<file path="src/rtl/ddr3_mig_burst_writer.sv">
// Write-traffic generator for one Spartan-6 MIG user port.
// Each burst fills the write FIFO with BURST_LEN pattern words and then
// issues one write command. The address wraps inside
// [BASE_ADDR, ADDR_LIMIT). The run stops after NUM_BURSTS commands, or
// runs until prepareFin drops when NUM_BURSTS is 0.
module ddr3_mig_burst_writer #(
    parameter int                    DATA_WIDTH = 64,
    parameter int                    BURST_LEN  = 4,
    parameter int                    ADDR_WIDTH = 30,
    parameter logic [ADDR_WIDTH-1:0] BASE_ADDR  = '0,
    parameter logic [ADDR_WIDTH-1:0] ADDR_LIMIT = 30'h0000_1000,
    parameter int                    NUM_BURSTS = 0
) (
    input  logic                  clock,
    input  logic                  rst_n,
    input  logic                  prepareFin,
    input  logic                  start,
    input  logic [1:0]            mode,
    input  logic [DATA_WIDTH-1:0] seed,
    output logic                  c3_p0_cmd_en,
    output logic [2:0]            c3_p0_cmd_instr,
    output logic [5:0]            c3_p0_cmd_bl,
    output logic [ADDR_WIDTH-1:0] c3_p0_cmd_byte_addr,
    input  logic                  c3_p0_cmd_full,
    output logic                  c3_p0_wr_en,
    output logic [DATA_WIDTH-1:0] c3_p0_wr_data,
    input  logic                  c3_p0_wr_full,
    output logic                  busy,
    output logic                  done,
    output logic [31:0]           burst_cnt
);
    localparam int WBYTES = DATA_WIDTH / 8;
    localparam int STRIDE = BURST_LEN * WBYTES;

    // Reject bad geometry at elaboration time.
    if (BURST_LEN < 1 || BURST_LEN > 64) begin : g_bl_chk
        $error("BURST_LEN must be in 1..64");
    end
    if (((longint'(ADDR_LIMIT) - longint'(BASE_ADDR)) % STRIDE) != 0) begin : g_win_chk
        $error("STRIDE must divide ADDR_LIMIT-BASE_ADDR");
    end

    typedef enum logic [1:0] {IDLE, FILL, ISSUE, DONE} state_t;

    state_t                  state, state_nxt;
    logic [1:0]              mode_q;
    logic [DATA_WIDTH-1:0]   seed_q;
    logic [DATA_WIDTH-1:0]   data_q;
    logic [ADDR_WIDTH-1:0]   addr_q;
    logic [ADDR_WIDTH-1:0]   addr_inc;
    logic [ADDR_WIDTH-1:0]   addr_nxt;
    logic [6:0]              word_cnt;
    logic [31:0]             bcnt_q;
    logic                    last_word;
    logic                    start_ok;

    // First word of a run for the selected pattern.
    function automatic logic [DATA_WIDTH-1:0] first_word(
        input logic [1:0] m, input logic [DATA_WIDTH-1:0] s);
        case (m)
            2'b10:   first_word = DATA_WIDTH'(1);
            2'b11:   first_word = DATA_WIDTH'(BASE_ADDR);
            default: first_word = s;
        endcase
    endfunction

    // Word following 'cur' inside a burst. Address mode across a burst
    // boundary is fixed up at command accept, where the wrapped address is known.
    function automatic logic [DATA_WIDTH-1:0] next_word(
        input logic [1:0] m, input logic [DATA_WIDTH-1:0] s,
        input logic [DATA_WIDTH-1:0] cur);
        case (m)
            2'b00:   next_word = cur + DATA_WIDTH'(1);
            2'b01:   next_word = s;
            2'b10:   next_word = {cur[DATA_WIDTH-2:0], cur[DATA_WIDTH-1]};
            default: next_word = cur + DATA_WIDTH'(WBYTES);
        endcase
    endfunction

    assign start_ok  = start && prepareFin && (state == IDLE || state == DONE);
    assign last_word = (word_cnt == 7'(BURST_LEN - 1));
    assign addr_inc  = addr_q + ADDR_WIDTH'(STRIDE);
    assign addr_nxt  = (addr_inc >= ADDR_LIMIT) ? BASE_ADDR : addr_inc;

    assign c3_p0_cmd_instr     = 3'b000;
    assign c3_p0_cmd_bl        = 6'(BURST_LEN - 1);
    assign c3_p0_cmd_byte_addr = addr_q;
    assign c3_p0_wr_data       = data_q;
    assign burst_cnt           = bcnt_q;
    assign busy                = (state == FILL) || (state == ISSUE);
    assign done                = (state == DONE);

    // State register.
    always_ff @(posedge clock or negedge rst_n) begin
        if (!rst_n) state <= IDLE;
        else        state <= state_nxt;
    end

    // Next state and FIFO strobes. Calibration loss gates both strobes at once.
    always_comb begin
        state_nxt    = state;
        c3_p0_wr_en  = 1'b0;
        c3_p0_cmd_en = 1'b0;
        if (!prepareFin) begin
            state_nxt = IDLE;
        end else begin
            case (state)
                IDLE, DONE: if (start_ok) state_nxt = FILL;
                FILL: begin
                    c3_p0_wr_en = !c3_p0_wr_full;
                    if (c3_p0_wr_en && last_word) state_nxt = ISSUE;
                end
                ISSUE: begin
                    c3_p0_cmd_en = !c3_p0_cmd_full;
                    if (c3_p0_cmd_en) begin
                        if (NUM_BURSTS != 0 && (bcnt_q + 32'd1) == 32'(NUM_BURSTS))
                            state_nxt = DONE;
                        else
                            state_nxt = FILL;
                    end
                end
                default: state_nxt = IDLE;
            endcase
        end
    end

    // Datapath: pattern word, burst address, word and burst counters.
    always_ff @(posedge clock or negedge rst_n) begin
        if (!rst_n) begin
            mode_q   <= 2'b00;
            seed_q   <= '0;
            data_q   <= '0;
            addr_q   <= BASE_ADDR;
            word_cnt <= '0;
            bcnt_q   <= '0;
        end else if (!prepareFin) begin
            mode_q   <= 2'b00;
            seed_q   <= '0;
            data_q   <= '0;
            addr_q   <= BASE_ADDR;
            word_cnt <= '0;
            bcnt_q   <= '0;
        end else begin
            case (state)
                IDLE, DONE: begin
                    if (start_ok) begin
                        mode_q   <= mode;
                        seed_q   <= seed;
                        data_q   <= first_word(mode, seed);
                        addr_q   <= BASE_ADDR;
                        word_cnt <= '0;
                        bcnt_q   <= '0;
                    end
                end
                FILL: begin
                    if (c3_p0_wr_en) begin
                        data_q   <= next_word(mode_q, seed_q, data_q);
                        word_cnt <= word_cnt + 7'd1;
                    end
                end
                ISSUE: begin
                    if (c3_p0_cmd_en) begin
                        addr_q   <= addr_nxt;
                        bcnt_q   <= bcnt_q + 32'd1;
                        word_cnt <= '0;
                        if (mode_q == 2'b11) data_q <= DATA_WIDTH'(addr_nxt);
                    end
                end
                default: ;
            endcase
        end
    end
endmodule

</file>
<file path="config.mk">
export PLATFORM = sky130hd
export DESIGN_NAME = ddr3_mig_burst_writer
export DESIGN_NICKNAME = d
export VERILOG_FILES = /design/src/rtl/ddr3_mig_burst_writer.sv
export SDC_FILE = /design/constraint.sdc
export NUM_CORES = 1
export LEC_CHECK = 0
export BUFFER_PORTS_ARGS = -buffer_cell sky130_fd_sc_hd__clkbuf_2
export CAP_MARGIN = 10
export CELL_PAD_IN_SITES_DETAIL_PLACEMENT = 1
export CELL_PAD_IN_SITES_GLOBAL_PLACEMENT = 1
export CORE_MARGIN = 10
export CORE_UTILIZATION = 43
export DETAILED_ROUTE_END_ITERATION = 6
export GPL_TIMING_DRIVEN = 1
export PLACE_DENSITY_LB_ADDON = 0.1
export SYNTH_ARGS = -nofsm -noshare
export SYNTH_HDL_FRONTEND = slang
export SYNTH_SLANG_ARGS = --single-unit
</file>
<file path="constraint.sdc">
create_clock -name clock -period 3.7 [get_ports clock]
set_input_delay 0.74 -clock clock [delete_from_list [all_inputs] [get_ports clock]]
set_output_delay 0.74 -clock clock [all_outputs]
set_load 0.02 [all_outputs]
</file>
=== After elaboration in Yosys (flattened, before gate mapping) ===
Cells that the tools add are included.

* Bits in latches: 0
* Word-level logic and storage cells: 83
* RAM bits: 0
* Memories: 0
* Bits in read-only memories: 0
* Register bits after elaboration: 201

* Bitwise logic cells: 0
* Reduce and logical (&&, ||, !) cells: 15
* $add $sub $neg: 5
* Shift-type cells: 0
* Multiply operators: 0
* Muxes and demuxes: 37
* Equality and inequality tests: 18
* Magnitude comparators: 1
* Div/mod/pow operators: 0

{| class="wikitable"
|+ Operators by type and width
! operator !! count
|-
| $mux W64 || 8
|-
| $pmux W64 S3 || 2
|-
| $pmux W64 S2 || 1
|-
| $mux W30 || 4
|-
| $mux W32 || 3
|-
| $add A64 B1 Y64 const B || 1
|-
| $add A64 B4 Y64 const B || 1
|-
| $pmux W32 S2 || 1
|-
| $pmux W30 S2 || 1
|-
| $add A32 B1 Y32 const B || 1
|-
| $add A30 B6 Y30 const B || 1
|-
| $ge A30 B13 Y1 const B || 1
|-
| $mux W7 || 4
|-
| $pmux W7 S3 || 1
|-
| $mux W2 || 7
|-
| $eq A2 B2 Y1 const B || 6
|-
| $ne A3 B3 Y1 const B || 4
|-
| $reduce_and A3 Y1 || 3
|-
| $add A7 B1 Y7 const B || 1
|-
| $eq A7 B2 Y1 const B || 1
|-
| $ne A3 B2 Y1 const B || 2
|-
| $pmux W2 S3 || 1
|-
| $eq A2 B1 Y1 const B || 2
|-
| $logic_not A2 Y1 || 2
|-
| 9 further kinds || 17
|}

=== Depth between registers and ports, before layout ===
* Depth in word-level cells: 7
* Gate-level depth with buffers: 11
* Mapped depth without buffers: 9

=== Least setup slack after synthesis ===
Ideal clock, no wire load.

* Path type: register to register
* From: reg addr_q[7] (netlist: c3_p0_cmd_byte_addr[7])
* To: reg data_q[11] (netlist: c3_p0_wr_data[11])
* Library setup time: 0.103 ns
* Clock period less this slack: 2.916 ns
* Arrival time: 2.812 ns
* Slack: 0.784 ns
* Stages on the path, launching flop included: 10
* Data required time: 3.597 ns
* Path through: dfrtp_1 > buf_6 > nand4_4 > or4_1 > buf_2 > o31a_1 > nor4_2 > nor4b_4 > nand3_4 > o41ai_2

* Cells in the longest elaborated chain, start to end: 7

{| class="wikitable"
|+ Ends and longest elaborated chain
! what !! line !! text
|-
| start, declared || 49 || <nowiki>logic [ADDR_WIDTH-1:0] addr_q;</nowiki>
|-
| start signal, assigned || 163 || <nowiki>addr_q <= addr_nxt;</nowiki>
|-
| $add A30 B6 Y30 * || 82 || <nowiki>assign addr_inc = addr_q + ADDR_WIDTH'(STRIDE);</nowiki>
|-
| $ge A30 B13 Y1 || 83 || <nowiki>assign addr_nxt = (addr_inc >= ADDR_LIMIT) ? BASE_ADDR : addr_inc;</nowiki>
|-
| $mux W30 * || 83 ||
|-
| $mux W64 * || 166 || <nowiki>if (mode_q == 2'b11) data_q <= DATA_WIDTH'(addr_nxt);</nowiki>
|-
| $mux W64 * || 162 || <nowiki>if (c3_p0_cmd_en) begin</nowiki>
|-
| $pmux W64 S3 * || 144 || <nowiki>case (state)</nowiki>
|-
| $mux W64 * || 136 || <nowiki>end else if (!prepareFin) begin</nowiki>
|-
| end signal, assigned || 149 || <nowiki>data_q <= first_word(mode, seed);</nowiki>
|-
| end signal, assigned || 157 || <nowiki>data_q <= next_word(mode_q, seed_q, data_q);</nowiki>
|-
| end signal, assigned || 166 ||
|-
| end, declared || 48 || <nowiki>logic [DATA_WIDTH-1:0] data_q;</nowiki>
|}

Mark *: on every way between the ends. The rest lies on a longest branch, timed or not. The select of a mux whose other input is x is not followed.
A chain may end at the register's enable or synchronous reset.

=== Final worst setup path ===
* From: reg state[0]
* To: reg data_q[10] (netlist: c3_p0_wr_data[10])

* Cells in the longest elaborated chain, start to end: 5
* Elaborated cells on any way between the ends: 18
* Those cells by class: 7 x eq/ne; 6 x mux; 5 x reduce/logical

{| class="wikitable"
|+ Ends and longest elaborated chain
! what !! line !! text
|-
| start, declared || 45 || <nowiki>state_t state, state_nxt;</nowiki>
|-
| start signal, assigned || 96 || <nowiki>else state <= state_nxt;</nowiki>
|-
| $eq A2 B1 Y1 (tied with other cells) || 107, 144 ||
|-
| $mux W1 or $logic_or A1 B1 Y1 (tied branches) || 107, 80 ||
|-
| $mux W1 or $logic_and A1 B1 Y1 (tied branches) || 104, 80 ||
|-
| $ne A3 B3 Y1 (no line) || n/a ||
|-
| $reduce_and A4 Y1 (no line) || n/a ||
|}

Several ways; a longest one is shown, not always the timed one.

==> results.py <==
metrics = {
    "status": {
        "outcome": "finished clean",
    },
    "die": {
        "die_h_um": 198.5,
        "dieArea_um2": 39380,
        "start_util_pct": 43.51,
        "ios": 211,
        "die_x_um": 198.5,
        "row_count": 65,
        "core_um2": 31470,
    },
    "worst_setup_path": {
        "cp.required_ns": 4.18,
        "crit_arrival_ns": 3.82,
        "worstPathMaxFanout": 15,
        "end_kind": "flop",
        "startpoint": "state[0]",
        "r2r_start": "state[0]",
        "cp-start-kind": "flop",
        "reg2reg_slack_ns": 0.36,
        "worstSetupPathType": "reg2reg",
    },
    "drt": {
        "drc": 0,
        "wl_um": 53720,
        "drt_pass1_iterations": 7,
        "viasPerCell": 6.372,
        "drt_iter0_drc": 1258,
        "wl_per_cell_um": 24.34,
        "antenna_left": 0,
        "vias": 14062,
    },
    "timing": {
        "max_freq_mhz": 299.4,
        "finalCriticalPeriod_ns": 3.340,
        "setup_tns_ns": 0,
        "fin_ws_ns": 0.3598,
        "drv_slew": 0,
        "worstMarginPinSlew_ns": 0.9264,
        "timing.slew.headroom_pct": 38.24,
        "rsz0062_at_grt": "false",
        "setup_viol": 0,
        "clock-skew-final_ns": 0.01110,
        "hold_viol": 0,
        "post-route-period-util_pct": 90.28,
    },
    "yosys": {
        "postSynthCellCount": 1674,
        "synth_top_family_by_area": "simple AND/OR/NAND/NOR gates",
        "synth_cell_types": 78,
        "yosys_warnings": 0,
        "synth_edf_count": 0,
        "yosysSeqAreaShare_pct": 36.73,
        "synthArstFlopShare_pct": 100.0,
        "synth-compound-area-share_pct": 22.60,
        "synth-xor-area-share_pct": 8.635,
        "syn-cell-area_um2": 13690,
        "synth_mux_area_share_pct": 0.2284,
        "postSynthAreaPerCell_um2": 8.180,
        "synth-seq-cells": 201,
        "synth_fa_ha_area_share_pct": 1.096,
        "ys.flop_type": "dfrtp_1",
        "synthSimpleGateAreaFrac_pct": 24.48,
    },
    "power_and_ir_drop": {
        "peakVddDrop_mv": 0.3496,
        "clkPwrFrac_pct": 41.6,
        "pwr-share-comb_pct": 16.2,
        "switchingPower_mw": 1.806,
        "switching_share_pct": 31.07,
        "p_int_mw": 4.008,
        "p_leak_nw": 6.626,
        "p_total_mw": 5.814,
        "p_per_area_nw_per_um2": 367.2,
        "seq_power_share_pct": 42.3,
    },
    "final_layout": {
        "n_antenna_cell": 0,
        "drive_above_1_share_pct": 18.12,
        "nFillCells": 3833,
        "layout.area.seq_um2": 5030,
        "multiInputGateArea_um2": 7901,
        "finalNonFillerCells": 2207,
        "area_growth_pct": 15.64,
        "fin_nets": 1870,
    },
    "clock_network": {
        "clock-sinks": 201,
        "clk_latency_ns": 0.54,
        "cts_tree": "built",
        "htree_levels": 1,
        "clockBufferDepth": 3,
        "clk_pin_slew_ns": 0.06,
        "numCtsBuffers": 26,
        "clockRootBuffer": "clkbuf_16",
        "cts_hold_buf": 0,
    },
    "placement": {
        "place.gp.congestion": 0.9345,
        "preCtsSetupSlack_ns": 0.3520,
        "port-buffer-count": 201,
        "dpl.cell_count": 2160,
        "dp_hpwl_um": 37930,
    },
    "global_route": {
        "use_met3_pct": 4.072,
        "overflow": 0,
        "antenna_found_initial": 0,
        "use_met1_pct": 36.65,
        "grt_use_total_pct": 26.77,
        "grt_max_degree": 101,
        "grt_pass1_vias": 14429,
        "grt-busiest-layer": "met2",
        "use_met2_pct": 43.31,
        "grt_pass1_wl_um": 84780,
    },
    "job": {
        "maxCapViolCount": 0,
    },
    "hold_path": {
        "hold_path_class": "in2async",
    },
}
==> cells in the mapped netlist (11+ instances only) <==
cell | number | area share, %
a221oi_1 | 53 | 3.4
and3_1 | 25 | 1.1
nand3_1 | 77 | 2.8
buf_1 | 11 | 0.30
dfrtp_1 | 201 | 37
a221o_1 | 47 | 3.4
xnor2_1 | 59 | 3.8
nand2_1 | 241 | 6.6
nor3_1 | 39 | 1.4
and4_1 | 18 | 1.2
and2_1 | 24 | 1.1
o21ai_0 | 144 | 5.3
or3_1 | 18 | 0.82
nor2_1 | 99 | 2.7
a22oi_1 | 30 | 1.6
clkbuf_1 | 143 | 3.9
inv_1 | 26 | 0.71
buf_4 | 15 | 0.82
a21oi_1 | 78 | 2.9
nor4_1 | 25 | 1.1
o31ai_1 | 11 | 0.60
ha_1 | 12 | 1.1
xor2_1 | 76 | 4.9
nand4_1 | 54 | 2.5
==> final timing paths <==
path / endpoint / cells after the start
max: c3_p0_wr_data[10] / 9
min: burst_cnt[28] / 1
max reg2reg: c3_p0_wr_data[10] / 9
min in group clock: seed_q[41] / 3
min reg2reg: seed_q[36] / 2
max in group asynchronous: seed_q[62] / 2
==> kinds of logic (layout without fill, tap and decap cells) <==
group                      after synthesis  in the layout
and+or+nand+nor                        669            669
xor gates and xnor gates               135            135
other                                    2              9
adders and majority gates               12             12
muxes                                    3              3
DFF                                    201            201
buffers and inverters                  203            327
AOI/OAI and AO/OA                      449            449
==> timing repair <==
action | in CTS | in global routing
buffers inserted | 0 | 0
setup endpoints to repair | 0 | 6
resized for setup | 0 | 1
==> flip-flops by register name (all words and copies together), names as in the netlist <==
name,flops
state,2
seed_q,64
c3_p0_wr_data,64
burst_cnt,32
c3_p0_cmd_byte_addr,30
word_cnt,7
mode_q,2
==> final cells by class <==
cell class	count	share of cell area, %
well taps	402	3.176
clock inverters	7	0.2528
repair buffers	253	9.505
multi-input cells	1277	49.90
flip-flops and latches	201	31.76
inverters	27	0.6400
clock buffers	40	4.765
==> layout by cell type (no fill, tap or decap), drive strengths merged, types with 10 or more instances in the layout <==
master and instances:
a211o 10, a21oi 78, a221o 47, a221oi 53, a22oi 30, a31oi 10
and2 24, and3 25, and4 19, buf 53, clkbuf 240, dfrtp 201
ha 12, inv 27, nand2 241, nand3 79, nand4 55, nor2 99
nor3 39, nor4 26, o21ai 144, o31ai 11, or3 18, xnor2 59
xor2 76
==> critical path, stage by stage, from the launching register on <==
cell and delay, ns:
dfrtp_1 0.38, inv_1 0.08, ha_1 0.52, buf_4 0.28
a222oi_1 0.38, buf_4 0.22, and3_1 0.34, o21ai_0 0.28
nor4b_1 0.61, a211o_1 0.18
==> power by group through the flow <==
stage | registers [mW] | clock network, mW | logic, mW
6_report | 2.46 | 2.42 | 0.939
4_1_cts | 2.45 | 2.45 | 0.941
3_5_place_dp | 2.49 | 0 | 0.935
3_3_place_gp | 2.49 | 0 | 0.914
5_1_grt | 2.47 | 2.54 | 1.03
2_1_floorplan | 2.46 | 0 | 0.551
==> metal layers <==
layer	vias to the layer above	part of all wire [%]	wire length (um)
li1	6330	-	-
met1	7189	45	24000
met2	471	47	25080
met3	72	6.4	3441
met4	0	2.2	1194
met5	-	0	0
==> metrics by stage <==
| stage | hold slack, ns | area, um^2 | utilization [%] |
|---|---|---|---|
| after floorplan | 0.4444 | 13720 | - |
| after global placement | 0.4626 | 15030 | 47.77 |
| after detailed placement | 0.4703 | 15030 | 47.77 |
| after CTS | 0.3615 | 15830 | 50.29 |
| after global routing | 0.3809 | 15840 | 50.31 |
| final | 0.3253 | 15840 | 50.31 |
No activity file was read; power rests on OpenSTA's default activity.
